--- src/rtl/stack_sequencer_if.sv ---
// Command-side handshake between a decoder/CPU front end and stack_sequencer.
// master = front end issuing opcodes, slave = the sequencer.
interface stack_sequencer_if #(
  parameter int WIDTH = 8
);
  logic             cmd_valid;
  logic             cmd_ready;
  logic [2:0]       cmd_op;
  logic [WIDTH-1:0] cmd_lit;
  logic             done;
  logic             err;
  logic [1:0]       err_code;
  logic [WIDTH-1:0] tos;
  logic             tos_valid;

  modport master (
    output cmd_valid, cmd_op, cmd_lit,
    input  cmd_ready, done, err, err_code, tos, tos_valid
  );

  modport slave (
    input  cmd_valid, cmd_op, cmd_lit,
    output cmd_ready, done, err, err_code, tos, tos_valid
  );
endinterface

--- src/rtl/stack_sequencer.sv ---
// Expands Forth-style opcodes into fixed sequences of LIFO stack-port cycles;
// sole driver of the stack's push/pop/peek/poke ports.
module stack_sequencer #(
  parameter  int WIDTH = 8,
  parameter  int DEPTH = 256,
  localparam int IDX_W = $clog2(DEPTH),
  localparam int DEP_W = IDX_W + 1
) (
  input  logic             clk,
  input  logic             rst_n,
  stack_sequencer_if.slave cmd,
  output logic             st_push_en,
  output logic             st_pop_en,
  output logic             st_peek_en,
  output logic             st_poke_en,
  output logic [WIDTH-1:0] st_data_in,
  output logic [IDX_W-1:0] st_index,
  input  logic [WIDTH-1:0] st_data_out,
  input  logic             st_full,
  input  logic             st_empty,
  input  logic [DEP_W-1:0] st_depth
);

  typedef enum logic [2:0] {
    S_IDLE, S_STEP1, S_STEP2, S_STEP3, S_FIN, S_ERR
  } state_t;

  typedef enum logic [2:0] {
    OP_NOP, OP_PUSH, OP_DROP, OP_DUP, OP_SWAP, OP_OVER, OP_ADD, OP_SUB
  } op_t;

  state_t           state_q, state_d;
  op_t              op_q, op_in;
  logic [WIDTH-1:0] lit_q, a_q, b_q;
  logic [1:0]       err_code_q;
  logic             accept, underflow, overflow;

  assign op_in  = op_t'(cmd.cmd_op);
  assign accept = cmd.cmd_valid && (state_q == S_IDLE);

  // Legality is judged on the stack status present at the accept edge.
  assign underflow = ((op_in inside {OP_DROP, OP_DUP}) && (st_depth < DEP_W'(1))) ||
                     ((op_in inside {OP_SWAP, OP_OVER, OP_ADD, OP_SUB}) && (st_depth < DEP_W'(2)));
  assign overflow  = (op_in inside {OP_PUSH, OP_DUP, OP_OVER}) && st_full;

  assign cmd.cmd_ready = (state_q == S_IDLE);
  assign cmd.done      = (state_q == S_FIN);
  assign cmd.err       = (state_q == S_ERR);
  assign cmd.err_code  = err_code_q;
  assign cmd.tos_valid = (state_q == S_IDLE) && !st_empty;
  assign cmd.tos       = (state_q == S_IDLE) ? st_data_out : '0;

  always_ff @(posedge clk or negedge rst_n) begin
    if (!rst_n) begin
      state_q    <= S_IDLE;
      op_q       <= OP_NOP;
      lit_q      <= '0;
      a_q        <= '0;
      b_q        <= '0;
      err_code_q <= '0;
    end else begin
      state_q <= state_d;
      if (accept) begin
        op_q  <= op_in;
        lit_q <= cmd.cmd_lit;
        if (underflow)     err_code_q <= 2'd1;
        else if (overflow) err_code_q <= 2'd2;
      end
      if (state_q == S_STEP1 && (op_q inside {OP_SWAP, OP_ADD, OP_SUB}))
        a_q <= st_data_out;
      if (state_q == S_STEP2 && op_q == OP_SWAP)
        b_q <= st_data_out;
    end
  end

  always_comb begin
    state_d    = state_q;
    st_push_en = 1'b0;
    st_pop_en  = 1'b0;
    st_peek_en = 1'b0;
    st_poke_en = 1'b0;
    st_data_in = '0;
    st_index   = '0;
    case (state_q)
      S_IDLE: begin
        // Keep the top word visible for tos; quiet while reset is held.
        st_peek_en = rst_n;
        if (accept) begin
          if (underflow || overflow) state_d = S_ERR;
          else if (op_in == OP_NOP)  state_d = S_FIN;
          else                       state_d = S_STEP1;
        end
      end
      S_STEP1: begin
        state_d = S_FIN;
        case (op_q)
          OP_PUSH: begin
            st_push_en = 1'b1;
            st_data_in = lit_q;
          end
          OP_DROP: st_pop_en = 1'b1;
          OP_DUP: begin
            st_peek_en = 1'b1;
            st_push_en = 1'b1;
            st_data_in = st_data_out;
          end
          OP_OVER: begin
            st_peek_en = 1'b1;
            st_index   = IDX_W'(1);
            st_push_en = 1'b1;
            st_data_in = st_data_out;
          end
          OP_SWAP: begin
            st_peek_en = 1'b1;
            state_d    = S_STEP2;
          end
          OP_ADD, OP_SUB: begin
            st_peek_en = 1'b1;
            st_pop_en  = 1'b1;
            state_d    = S_STEP2;
          end
          default: state_d = S_FIN;
        endcase
      end
      S_STEP2: begin
        state_d = S_FIN;
        if (op_q == OP_SWAP) begin
          st_peek_en = 1'b1;
          st_poke_en = 1'b1;
          st_index   = IDX_W'(1);
          st_data_in = a_q;
          state_d    = S_STEP3;
        end else if (op_q == OP_ADD || op_q == OP_SUB) begin
          // Operand A was popped in step 1; the new top is the other operand.
          st_peek_en = 1'b1;
          st_poke_en = 1'b1;
          st_data_in = (op_q == OP_ADD) ? (st_data_out + a_q) : (st_data_out - a_q);
        end
      end
      S_STEP3: begin
        st_poke_en = 1'b1;
        st_data_in = b_q;
        state_d    = S_FIN;
      end
      S_FIN:   state_d = S_IDLE;
      S_ERR:   state_d = S_IDLE;
      default: state_d = S_IDLE;
    endcase
  end

endmodule

--- src/flat_wrapper.sv ---
// flat-port wrapper written by rule: the top's interface ports become plain ports
module stack_sequencer_flat 
#(
  parameter  int WIDTH = 8,
  parameter  int DEPTH = 256,
  localparam int IDX_W = $clog2(DEPTH),
  localparam int DEP_W = IDX_W + 1
)
  (clk, rst_n, st_push_en, st_pop_en, st_peek_en, st_poke_en, st_data_in, st_index, st_data_out, st_full, st_empty, st_depth, cmd_cmd_valid, cmd_cmd_op, cmd_cmd_lit, cmd_cmd_ready, cmd_done, cmd_err, cmd_err_code, cmd_tos, cmd_tos_valid);
  stack_sequencer_if #(.WIDTH(WIDTH)) cmd_i ();
  input  logic clk;
  input  logic rst_n;
  output logic st_push_en;
  output logic st_pop_en;
  output logic st_peek_en;
  output logic st_poke_en;
  output logic [WIDTH-1:0] st_data_in;
  output logic [IDX_W-1:0] st_index;
  input  logic [WIDTH-1:0] st_data_out;
  input  logic st_full;
  input  logic st_empty;
  input  logic [DEP_W-1:0] st_depth;
  input wire logic [$bits(cmd_i.cmd_valid)-1:0] cmd_cmd_valid;
  input wire logic [$bits(cmd_i.cmd_op)-1:0] cmd_cmd_op;
  input wire logic [$bits(cmd_i.cmd_lit)-1:0] cmd_cmd_lit;
  output wire logic [$bits(cmd_i.cmd_ready)-1:0] cmd_cmd_ready;
  output wire logic [$bits(cmd_i.done)-1:0] cmd_done;
  output wire logic [$bits(cmd_i.err)-1:0] cmd_err;
  output wire logic [$bits(cmd_i.err_code)-1:0] cmd_err_code;
  output wire logic [$bits(cmd_i.tos)-1:0] cmd_tos;
  output wire logic [$bits(cmd_i.tos_valid)-1:0] cmd_tos_valid;
  assign cmd_i.cmd_valid = cmd_cmd_valid;
  assign cmd_i.cmd_op = cmd_cmd_op;
  assign cmd_i.cmd_lit = cmd_cmd_lit;
  assign cmd_cmd_ready = cmd_i.cmd_ready;
  assign cmd_done = cmd_i.done;
  assign cmd_err = cmd_i.err;
  assign cmd_err_code = cmd_i.err_code;
  assign cmd_tos = cmd_i.tos;
  assign cmd_tos_valid = cmd_i.tos_valid;
  stack_sequencer #(.WIDTH(WIDTH), .DEPTH(DEPTH)) u_core (.clk(clk), .rst_n(rst_n), .cmd(cmd_i), .st_push_en(st_push_en), .st_pop_en(st_pop_en), .st_peek_en(st_peek_en), .st_poke_en(st_poke_en), .st_data_in(st_data_in), .st_index(st_index), .st_data_out(st_data_out), .st_full(st_full), .st_empty(st_empty), .st_depth(st_depth));
endmodule
--- config.mk ---
export PLATFORM = sky130hd
export DESIGN_NAME = stack_sequencer_flat
export DESIGN_NICKNAME = d
export VERILOG_FILES = /design/src/rtl/stack_sequencer_if.sv /design/src/rtl/stack_sequencer.sv /design/src/flat_wrapper.sv
export SDC_FILE = /design/constraint.sdc
export NUM_CORES = 1
export LEC_CHECK = 0
export BUFFER_PORTS_ARGS = -buffer_cell sky130_fd_sc_hd__clkbuf_2
export CORE_MARGIN = 2
export CORE_UTILIZATION = 53
export DETAILED_ROUTE_END_ITERATION = 6
export PLACE_DENSITY_LB_ADDON = 0.1
export SKIP_CTS_REPAIR_TIMING = 1
export SLEW_MARGIN = 20
export SYNTH_ARGS = -nofsm -noshare
export SYNTH_HDL_FRONTEND = slang
export SYNTH_SLANG_ARGS = --single-unit
--- constraint.sdc ---
create_clock -name clk -period 3.28 [get_ports clk]
set_input_delay 0.492 -clock clk [delete_from_list [all_inputs] [get_ports clk]]
set_output_delay 0.492 -clock clk [all_outputs]
set_load 0.02 [all_outputs]
Word level (Yosys, flattened, before mapping)
Cells that the tools add are included.
Word-level totals
  flip-flop bits (word level): 32
  output and inout bits: 34
  word-level logic and storage cells: 80
Cells by class
  $add $sub $neg: 2
  magnitude comparators: 2
  equality and inequality tests: 20
  muxes and demuxes: 26
  reductions and logical operators: 24
Operators with widths (count)
  8-bit 2-to-1 mux: 4
  8-bit case mux with 2 select lines: 2
  3-bit == test, second input constant: 10
  8-bit case mux with 3 select lines: 1
  3-bit by 2-bit == test with 1-bit output, second input constant: 6
  3-bit 2-to-1 mux: 5
  3-bit case mux with 4 select lines: 1
  3-bit by 1-bit == test with 1-bit output, second input constant: 3
  9-bit by 1-bit less-than comparator with 1-bit output, second input constant: 1
  9-bit by 2-bit less-than comparator with 1-bit output, second input constant: 1
  1-bit 2-to-1 mux: 9
  3-bit OR reduction: 3
  8-bit adder: 1
  8-bit subtractor: 1
  1-bit logical AND: 7
  3-bit logical NOT: 2
  3-bit nonzero test: 2
  5-bit OR reduction: 1
  2-bit 2-to-1 mux: 2
  2-bit nonzero test: 2
  4-bit nonzero test: 1
  1-bit logical OR: 3
  1-bit case mux with 3 select lines: 1
  2-bit by 1-bit != test with 1-bit output, second input constant: 1
  other kinds (4): 4

Logic depth before layout (Yosys ltp)
Gate-level depths: netlist (run 1).
  depth in word-level cells: 8
  depth in mapped cells: 11

Least setup slack after synthesis (run 1)
OpenSTA, ideal clock, no wires.
  kind: register to output
  start: reg u_core.op_q[1]
  end: out st_data_in[7]
  arrival time: 2.554 ns
  required time: 2.788 ns
  setup slack: 0.234 ns
  stages on the path, launching flop included: 12
  path buffers: 2
  path through: dfrtp_1 buf_4 and3b_1 buf_2 a31oi_1 xor2_1 ha_1 a21o_1 a31o_2 a21oi_1 xnor2_1 o21ai_0
On the way
  longest elaborated chain between the ends: 5
  elaborated cells between the ends (all ways): 13
RTL lines
  start, declared: line stack_sequencer.sv:33  | op_t op_q, op_in;
  start signal, assigned: line stack_sequencer.sv:64  | op_q <= op_in;
  3-bit == test (on tied branches): line stack_sequencer.sv:133, stack_sequencer.sv:137
  8-bit 2-to-1 mux or 1-bit logical OR (tied branches): line stack_sequencer.sv:137, stack_sequencer.sv:133
  8-bit 2-to-1 mux: line stack_sequencer.sv:133  | end else if (op_q == OP_ADD || op_q == OP_SUB) begin
  8-bit 2-to-1 mux: line stack_sequencer.sv:127  | if (op_q == OP_SWAP) begin
  8-bit case mux with 3 select lines (*): line stack_sequencer.sv:84  | case (state_q)
  end, declared: line flat_wrapper.sv:17  | output logic [WIDTH-1:0] st_data_in;
Mark *: on every way between the ends. The rest lies on a longest branch, timed or not.

Worst setup path in the final report (run 1)
  start: reg u_core.a_q[0]
  end: out st_data_in[7]
On the way
  longest elaborated chain between the ends: 5
  elaborated cells between the ends (all ways): 6
RTL lines
  start, declared: line stack_sequencer.sv:34  | logic [WIDTH-1:0] lit_q, a_q, b_q;
  start signal, assigned: line stack_sequencer.sv:70  | a_q <= st_data_out;
  8-bit subtractor or 8-bit adder (tied branches): line stack_sequencer.sv:137  | st_data_in = (op_q == OP_ADD) ? (st_data_out + a_q) : (st_data_out - a_q);
  8-bit 2-to-1 mux (*): line stack_sequencer.sv:137
  8-bit 2-to-1 mux (*): line stack_sequencer.sv:133
  8-bit 2-to-1 mux (*): line stack_sequencer.sv:127
  8-bit case mux with 3 select lines (*): line stack_sequencer.sv:84
Marks and branches as above.

==> results.md, run 1 <==
* Status: finished, final reports clean
* FP Rows at 24
* Die width at 71.3 µm
* Share of layout cells above drive strength 1 at 0.337
* Total CTS buffers at 5
* Syn. warnings at 0
* ANT nets after route at 0
* Fillers at 396
* Total net switching power at 0.00138 W
* Clock network power share at 0.124
* CTS tree: built
* Vias at 2164
* Total grt overflow at 0
* Fin util at 0.656
* Synth Flop Type: dfrtp_1
* First DRT Iteration DRCs at 133
* Detail-routed net length per standard cell at 15.9 µm
* Max Cap Viol at 0
* Number of synthesized flops with an enable pin at 0
* Chip height at 71.3 µm
* Post-placement cell area at 2680 µm²
* Minimum clock period at 3.11 ns
* Register area share after synthesis at 0.333
* Peak VDD IR at 0.504 mV
* Vias in the first global route at 2003
* LEAKAGE at 1.38 nW
* Worst r2r src: u_core.state_q[1]
* Placed insts at 365
* Max clock buf depth at 2
* Detail Route met2 WL at 2820 µm
* Achievable clock frequency at 322 MHz
* Met3 Routed Length at 344 µm
* CP Capture Point: st_data_in[7]
* Synth Register Bits at 32
* Critical Path Start: u_core.a_q[0]
* Synth cell types at 51
* Worst slew pin tran at 0.620 ns
* DR vias/cell at 5.72
* Mapped Cells at 264
* Die footprint at 5090 µm²
* RePlAce Congestion at 0.847
* Hold Path Class: input pin to async pin
* IO Port Bufs at 59
* Tot GR Track Use at 0.246
* Reg2reg setup slack at 1.44 ns
* First-pass GRT wire length at 9740 µm
* Mapped cell area at 2400 µm²
* Slew Limit Headroom at 0.585
* Num ports at 67
* Fin nets at 367
* Critical path launch point type: register
* Max-slew violation count at 0
* Reg2Reg Depth at 3
* Met1 wire length at 2710 µm
* Critical-path maximum fanout at 6
* N_diodes at 0
* Final Cycle Share at 0.947
* # setup viols final at 0
* Crit. End Element: output pin
* DP HPWL at 4370 µm
* Syn_area_per_cell at 9.10 µm²
* Root buffer cell: clkbuf_8
* Largest net degree at the start of global routing at 33
* FFs w/ async S/R, synth at 1.00
* Worst setup path class: register to output pin
* Final Hold Viols at 0
* Overall routed net length at 6010 µm
* Worst Path Required at 2.79 ns
* Finished Layout Cells at 378
* Top sig layer: met4
* Cell area after layout at 2860 µm²
* Power per cell area at 1060 nW/µm²
* Most frequent cell after synthesis: nand2_1
* Worst EP arrival at 2.62 ns
* Leading area contributor after synthesis: dfrtp_1
* Initial antenna violation count at 0
* Sw Ratio at 0.453
* Worst reg2reg endpoint: u_core.op_q[0]
* Worst-Skew Late Latency at 0.28 ns
* CTS HTree Levels at 2
* Top post-synthesis cells by count: nand2_1, dfrtp_1, mux2_2, o21ai_0, nor2_1
* Clk_skew at 0.00507 ns
* Core Region at 4350 µm²
* Area Growth Syn to Fin at 18.9%
* Initial Util at 0.552
* Synth top area share at 0.333
* Part of the power in combinational logic at 0.627
* Synth top area cells: dfrtp_1, mux2_2, nand2_1
* DR DRC count at 0
* TritonRoute pass-1 iters at 4
* P_int at 0.00166 W
* Clock tree sinks at 32
* Clock transition at path regs at 0.07 ns
* Seq pwr share at 0.249
flip-flops by register name, summed over array words and instances (netlist names):
| signal | flops |
|---|---|
| u_core.a_q | 8 |
| u_core.state_q | 3 |
| u_core.b_q | 8 |
| u_core.op_q | 3 |
| u_core.cmd.err_code | 2 |
| u_core.lit_q | 8 |
area by class of cell:
type                    instances  area [µm²]  area share
multi-input cells             205        1460       0.511
flip-flops and latches         32         801       0.280
repair buffers                 70         380       0.133
clock buffers                   6        72.6      0.0254
well taps                      52        65.1      0.0228
inverters                      11        41.3      0.0145
clock inverters                 2        35.0      0.0123
per-stage QoR:
| step | setup WS, ns | hold WS [ns] | total power (W) | TNS [ns] |
|---|---|---|---|---|
| after floorplan | 0.234 | 0.196 | 0.00213 | 0 |
| after global placement | 0.378 | 0.462 | 0.00249 | 0 |
| after detailed placement | 0.371 | 0.467 | 0.00251 | 0 |
| after CTS | 0.0317 | 0.263 | 0.00291 | 0 |
| after global routing | -0.0284 | 0.282 | 0.00327 | -0.0284 |
| final | 0.173 | 0.246 | 0.00303 | 0 |
worst min-delay path by stage:
stage,end,slack (ns),cells after the start
floorplan,u_core.a_q[0],0.20,0
global placement,u_core.b_q[3],0.46,2
detailed placement,u_core.b_q[4],0.47,2
CTS,u_core.state_q[2],0.26,2
global route,u_core.state_q[2],0.28,2
finish,u_core.state_q[0],0.25,2
worst max-delay path, cell delays in order, from the launching register on:
cell and delay (ns):
dfrtp_1 0.40, inv_1 0.06, ha_1 0.22, a31oi_1 0.18, xor2_1 0.24, ha_4 0.27, a21o_1 0.19, a31o_2 0.24
a21oi_2 0.12, xnor2_1 0.15, o21ai_1 0.09, buf_4 0.17
power groups by stage:
stage | Combinational (W) | Sequential, W | Clock, W
detailed placement | 0.00175 | 0.000756 | 0
global placement | 0.00174 | 0.000751 | 0
CTS | 0.00178 | 0.000749 | 0.000383
finish | 0.00190 | 0.000756 | 0.000376
global route | 0.00209 | 0.000778 | 0.000402
floorplan | 0.00146 | 0.000673 | 0
cells by family (layout without fill, tap and decap cells):
group	count (synthesis)	count (layout)	synth area share
AOI/OAI and AO/OA	59	59	0.172
xor gates and xnor gates	13	13	0.0474
DFF	32	32	0.333
buffers and inverters	33	89	0.0797
and+or+nand+nor	92	92	0.203
other	1	7	0.00156
muxes	25	25	0.114
adders and majority gates	9	9	0.0500
cells in the final DEF (no fill, tap or decap), drive strengths merged, types with 2 or more instances in the layout:
cell and n:
clkbuf 64, nand2 37, dfrtp 32, o21ai 19, mux2 18, nor2 14
and2 12, buf 12, inv 11, a21oi 10, xnor2 8, ha 8
mux2i 7, a222oi 7, conb 7, nand2b 6, nor3 6, xor2 5
nor2b 5, a21o 5, a31oi 4, nor4 4, a22oi 2, o211ai 2
nand3 2
routing by layer:
| metal | vias up | global-route usage |
|---|---|---|
| li1 | 1041 | - |
| met1 | 1035 | 0.338 |
| met2 | 75 | 0.381 |
| met3 | 13 | 0.0520 |
| met4 | 0 | 0.0985 |
| met5 | - | 0 |
Power figures use the tool's default switching activity.
==> run 2: changes to the inputs <==
--- a/config.mk
+++ b/config.mk
@@ -5,10 +5,10 @@
 export SDC_FILE = /design/constraint.sdc
 export NUM_CORES = 1
 export LEC_CHECK = 0
-export BUFFER_PORTS_ARGS = -buffer_cell sky130_fd_sc_hd__clkbuf_2
 export CORE_MARGIN = 2
-export CORE_UTILIZATION = 53
+export CORE_UTILIZATION = 60
 export DETAILED_ROUTE_END_ITERATION = 6
+export DONT_BUFFER_PORTS = 1
 export PLACE_DENSITY_LB_ADDON = 0.1
 export SKIP_CTS_REPAIR_TIMING = 1
 export SLEW_MARGIN = 20
==> run 2 against run 1 <==
  * First-iteration DRC count up 93%
  * Highest routed layer unchanged
  * Critical endpoint unchanged
  * Critical path type unchanged
  * Via count down 9.6%
  * Cell area down 10%
  * Die area down 11%
==> results.md, run 2 (synthesis gave the netlist of run 1 again) <==
* Status: finished, final reports clean (unchanged)
* First DRT Iteration DRCs at 257 (was 133)
* Clock tree sinks at 32 (unchanged)
* IO Port Bufs at 0 (was 59)
* Reg2reg setup slack at 1.32 ns (was 1.44 ns)
* Clock transition at path regs at 0.07 ns (about the same)
* DP HPWL at 4130 µm (was 4370 µm)
* DR vias/cell at 6.17 (was 5.72)
* Total Power at 0.00279 W (was 0.00303 W)
* Final Cycle Share at 0.937 (was 0.947)
* Worst slew pin tran at 0.861 ns (was 0.620 ns)
* Initial antenna violation count at 0 (unchanged)
* Fin nets at 310 (was 367)
* FP Rows at 22 (was 24)
* Multi-input gate area at 1460 µm² (about the same)
* RSZ-0062 raised after global routing: no
* Fin util at 0.684 (was 0.656)
* Crit. End Element: output pin (unchanged)
* Finished Layout Cells at 317 (was 378)
* Share of layout cells above drive strength 1 at 0.201 (was 0.337)
* Worst EP arrival at 2.58 ns (was 2.62 ns)
* Max-slew violation count at 0 (unchanged)
* Tot GR Track Use at 0.268 (was 0.246)
* P_int at 0.00149 W (was 0.00166 W)
* Critical Path Start: u_core.a_q[0] (unchanged)
* Chip height at 67.3 µm (was 71.3 µm)
* Seq pwr share at 0.266 (was 0.249)
* Total net switching power at 0.00130 W (was 0.00138 W)
* Area Growth Syn to Fin at 6.61% (was 18.9%)
* Peak VDD IR at 0.530 mV (was 0.504 mV)
* Initial Util at 0.642 (was 0.552)
* Vias in the first global route at 1773 (was 2003)
* LEAKAGE at 1.13 nW (was 1.38 nW)
* Max Cap Viol at 0 (unchanged)
* Largest regs: u_core.a_q (8), u_core.b_q (8), u_core.lit_q (8) (unchanged)
* Root buffer cell: clkbuf_8 (unchanged)
* Post-placement cell area at 2410 µm² (was 2680 µm²)
* Minimum clock period at 3.07 ns (was 3.11 ns)
* Final Hold Viols at 0 (unchanged)
* Largest net degree at the start of global routing at 34 (was 33)
* Die footprint at 4530 µm² (was 5090 µm²)
* Die width at 67.3 µm (was 71.3 µm)
* CTS tree: built (unchanged)
* ANT nets after route at 0 (unchanged)
* RePlAce Congestion at 0.904 (was 0.847)
* Num ports at 67 (unchanged)
* Placed insts at 305 (was 365)
* DR DRC count at 0 (unchanged)
* N_diodes at 0 (unchanged)
* Worst-Skew Late Latency at 0.29 ns (was 0.28 ns)
* CP Capture Point: st_data_in[7] (unchanged)
* Power per cell area at 1090 nW/µm² (was 1060 nW/µm²)
* Fillers at 332 (was 396)
* Part of the power in combinational logic at 0.627 (about the same)
* Setup TNS at 0 ns (unchanged)
* TritonRoute pass-1 iters at 5 (was 4)
* Worst setup path class: register to output pin (unchanged)
* Commonest non-fill, non-tap cell in the layout: nand2_1 (was clkbuf_2)
* Clock network power share at 0.107 (was 0.124)
* Max clock buf depth at 2 (unchanged)
* First-pass GRT wire length at 8860 µm (was 9740 µm)
* Critical-path maximum fanout at 6 (unchanged)
* Worst reg2reg endpoint: u_core.op_q[1] (was u_core.op_q[0])
* Register area at 801 µm² (unchanged)
* Clk_skew at 0.00732 ns (was 0.00507 ns)
* Vias at 1956 (was 2164)
* Total grt overflow at 0 (unchanged)
* Core Region at 3740 µm² (was 4350 µm²)
* Most frequent cells in the layout: nand2_1, dfrtp_1, mux2_2, o21ai_0, nor2_1 (was clkbuf_2, nand2_1, dfrtp_1, mux2_2, o21ai_0)
* Hold Path Class: input pin to async pin (unchanged)
* CTS HTree Levels at 2 (unchanged)
* Detail-routed net length per standard cell at 17.5 µm (was 15.9 µm)
* Sw Ratio at 0.466 (was 0.453)
* Worst Path Required at 2.79 ns (about the same)
* Worst r2r src: u_core.state_q[1] (unchanged)
* Critical path launch point type: register (unchanged)
* Cell area after layout at 2560 µm² (was 2860 µm²)
* Achievable clock frequency at 325 MHz (was 322 MHz)
* Reg2Reg Depth at 4 (was 3)
* # setup viols final at 0 (unchanged)
* Slew Limit Headroom at 0.421 (was 0.585)
* Overall routed net length at 5540 µm (was 6010 µm)
* Total CTS buffers at 5 (unchanged)
## run 2: layer usage
layer,GRT usage,share of wire
met5,0,0
met4,0.0561,0.0072
met3,0.0783,0.072
met2,0.411,0.46
met1,0.377,0.46
## run 2: power groups by stage
stage               sequential [W]  combinational [W]  clock [W]
finish                    0.000742            0.00175   0.000300
floorplan                 0.000673            0.00146          0
global route              0.000767            0.00193   0.000331
CTS                       0.000742            0.00166   0.000308
detailed placement        0.000750            0.00166          0
global placement          0.000742            0.00162          0
## run 2: layout make-up
cell class	instances	share of cell area
clock inverters	3	0.00733
flip-flops and latches	32	0.313
repair buffers	13	0.0430
well taps	48	0.0234
inverters	11	0.0161
multi-input cells	205	0.571
clock buffers	5	0.0269
## run 2: worst min-delay path by stage
stage / startpoint / endpoint / slack (ns) / cells past startpoint
3_5_place_dp: rst_n / u_core.state_q[0] / 0.20 / 0
5_1_grt: rst_n / u_core.state_q[0] / 0.02 / 1
6_report: rst_n / u_core.state_q[0] / 0.03 / 1
4_1_cts: rst_n / u_core.a_q[2] / -0.11 / 0
3_3_place_gp: rst_n / u_core.state_q[0] / 0.20 / 0
2_1_floorplan: rst_n / u_core.a_q[0] / 0.20 / 0
## run 2: critical path, stage by stage (launching register included)
cell	delay [ns]
dfrtp_1	0.36
inv_1	0.05
ha_1	0.22
a31oi_1	0.20
xor2_1	0.24
ha_4	0.26
a21o_1	0.20
a31o_2	0.24
a21oi_1	0.14
xnor2_1	0.14
o21ai_1	0.08
buf_4	0.17
## run 2: per-stage QoR
step | setup slack (ns) | hold slack [ns]
2_1_floorplan | 0.234 | 0.196
3_3_place_gp | 0.437 | 0.197
3_5_place_dp | 0.397 | 0.197
4_1_cts | 0.0749 | -0.113
5_1_grt | 0.0376 | 0.0249
6_report | 0.207 | 0.0306
==> run 3: changes to the inputs <==
==> constraint.sdc (replaced) <==
create_clock -name clk -period 3.28 [get_ports clk]
set_input_delay 0.492 -clock clk [delete_from_list [all_inputs] [get_ports clk]]
set_output_delay 0.492 -clock clk [all_outputs]
set_load 0.005 [all_outputs]
==> run 3 against run 2 <==
  * Maximum frequency fell by 1.7%
  * Sequential power is 0.8% higher
  * Sequential share of layout area grew 1.0 points
  * Critical endpoint unchanged
  * Largest cell class unchanged
==> results.md, run 3 (synthesis gave the netlist of run 1 again) <==
* Total net switching power at 0.00112 W (was 0.00130 W)
* Total Power at 0.00257 W (was 0.00279 W)
* Max-slew violation count at 0 (unchanged)
* TritonRoute pass-1 iters at 6 (was 5)
* Clock tree sinks at 32 (unchanged)
* Total CTS buffers at 5 (unchanged)
* Peak VDD IR at 0.574 mV (was 0.530 mV)
* Detail-routed net length per standard cell at 17.3 µm (was 17.5 µm)
* Most frequent cells in the layout: nand2_1, dfrtp_1, mux2_2, o21ai_0, nor2_1 (unchanged)
* DR vias/cell at 6.26 (was 6.17)
* Worst Path Required at 2.79 ns (about the same)
* RePlAce Congestion at 0.874 (was 0.904)
* Largest net degree at the start of global routing at 34 (unchanged)
* Seq pwr share at 0.291 (was 0.266)
* First-pass GRT wire length at 8600 µm (was 8860 µm)
* N_diodes at 0 (unchanged)
* Placed insts at 299 (was 305)
* Vias at 1941 (was 1956)
* Final Hold Viols at 0 (unchanged)
* DR DRC count at 0 (unchanged)
* Vias in the first global route at 1763 (was 1773)
* First DRT Iteration DRCs at 204 (was 257)
* Root buffer cell: clkbuf_8 (unchanged)
* Initial Util at 0.642 (unchanged)
* Worst setup path class: register to output pin (unchanged)
* Clk_skew at 0.00495 ns (was 0.00732 ns)
* Worst r2r src: u_core.state_q[1] (unchanged)
* P_int at 0.00145 W (was 0.00149 W)
* Part of the power in combinational logic at 0.589 (was 0.627)
* Max clock buf depth at 2 (unchanged)
* Worst EP arrival at 2.63 ns (was 2.58 ns)
* Share of layout cells above drive strength 1 at 0.160 (was 0.201)
* FP Rows at 22 (unchanged)
* Final Cycle Share at 0.953 (was 0.937)
* Die width at 67.3 µm (unchanged)
* LEAKAGE at 1.09 nW (was 1.13 nW)
* Critical Path Start: u_core.op_q[1] (was u_core.a_q[0])
* Status: finished, final reports clean (unchanged)
* Hold Path Class: input pin to async pin (unchanged)
* Minimum clock period at 3.13 ns (was 3.07 ns)
* Core Region at 3740 µm² (unchanged)
* Initial antenna violation count at 0 (unchanged)
* Overall routed net length at 5370 µm (was 5540 µm)
* ANT nets after route at 0 (unchanged)
* Critical-path maximum fanout at 6 (unchanged)
* Chip height at 67.3 µm (unchanged)
* Finished Layout Cells at 310 (was 317)
* Sw Ratio at 0.436 (was 0.466)
* DP HPWL at 4040 µm (was 4130 µm)
* Worst slew pin tran at 0.804 ns (was 0.861 ns)
* IO Port Bufs at 0 (unchanged)
* Worst-Skew Late Latency at 0.28 ns (was 0.29 ns)
* Die footprint at 4530 µm² (unchanged)
* CTS HTree Levels at 2 (unchanged)
* Area Growth Syn to Fin at 3.44% (was 6.61%)
* Commonest non-fill, non-tap cell in the layout: nand2_1 (unchanged)
* Critical path launch point type: register (unchanged)
* Setup TNS at 0 ns (unchanged)
* RSZ-0062 raised after global routing: no (unchanged)
* Num ports at 67 (unchanged)
* Clock transition at path regs at 0.07 ns (about the same)
* Total grt overflow at 0 (unchanged)
* Slew Limit Headroom at 0.460 (was 0.421)
* Power per cell area at 1040 nW/µm² (was 1090 nW/µm²)
* Clock network power share at 0.120 (was 0.107)
* Crit. End Element: output pin (unchanged)
* # setup viols final at 0 (unchanged)
* Largest regs: u_core.a_q (8), u_core.b_q (8), u_core.lit_q (8) (unchanged)
* CTS tree: built (unchanged)
* Fin nets at 303 (was 310)
* Achievable clock frequency at 320 MHz (was 325 MHz)
* Tot GR Track Use at 0.257 (was 0.268)
* Max Cap Viol at 0 (unchanged)
[run 3: cell types whose count changed in the layout (fill, tap and decap cells not counted), moves of 2 or more]
cell / before / now
nor3_1: 2 / 5
buf_4: 12 / 5
clkbuf_1: 0 / 2
o21ai_0: 16 / 18
o21ai_1: 2 / 0
clkinv_2: 2 / 0
nor3_2: 4 / 1
[run 3: power groups by stage]
stage / logic (W) / registers (W) / clock network, W
floorplan: 0.00133 / 0.000672 / 0
global placement: 0.00143 / 0.000758 / 0
detailed placement: 0.00147 / 0.000765 / 0
CTS: 0.00148 / 0.000756 / 0.000315
global route: 0.00169 / 0.000777 / 0.000337
finish: 0.00152 / 0.000748 / 0.000308
[run 3: worst paths after layout]
check | to | slack (ns) | cells past startpoint
max reg2reg | u_core.op_q[1] | 1.31 | 4
min in group clk | u_core.b_q[5] | 0.31 | 2
max in group asynchronous | u_core.op_q[0] | 3.06 | 1
min reg2reg | u_core.b_q[5] | 0.49 | 2
max | st_data_in[7] | 0.15 | 10
min | u_core.a_q[6] | 0.04 | 1
[run 3: critical path, stage by stage, from the launching register on]
cell and delay, ns:
dfrtp_1 0.42, and3b_2 0.28, buf_4 0.15, a31oi_1 0.19, xnor2_1 0.15, ha_1 0.31
a21o_1 0.19, a31o_2 0.21, a21oi_1 0.16, xnor2_1 0.08, o21ai_0 0.23
[run 3: metrics by stage]
stage / cell area [µm²] / hold slack [ns] / util / setup slack, ns
floorplan: 2420 / 0.196 / - / 0.540
global placement: 2360 / 0.197 / 0.630 / 0.397
detailed placement: 2360 / 0.197 / 0.630 / 0.343
CTS: 2450 / -0.103 / 0.654 / 0.0272
global route: 2480 / 0.0387 / 0.664 / 0.00515
finish: 2480 / 0.0385 / 0.664 / 0.153
[run 3: cell type report]
type / count / area (µm²)
Clock buffer: 8 / 90.1
Fill cell: 327 / 1260
Inverter: 11 / 41.3
Multi-Input combinational cell: 205 / 1430
Sequential cell: 32 / 802
Tap cell: 48 / 60.1
Timing Repair Buffer: 6 / 57.6
[run 3: per-layer routing]
layer,wire (µm),GRT usage,up-vias
met5,0,0,-
met4,55,0.0740,0
met3,435,0.0650,6
met2,2420,0.386,83
met1,2460,0.366,932
li1,-,-,920
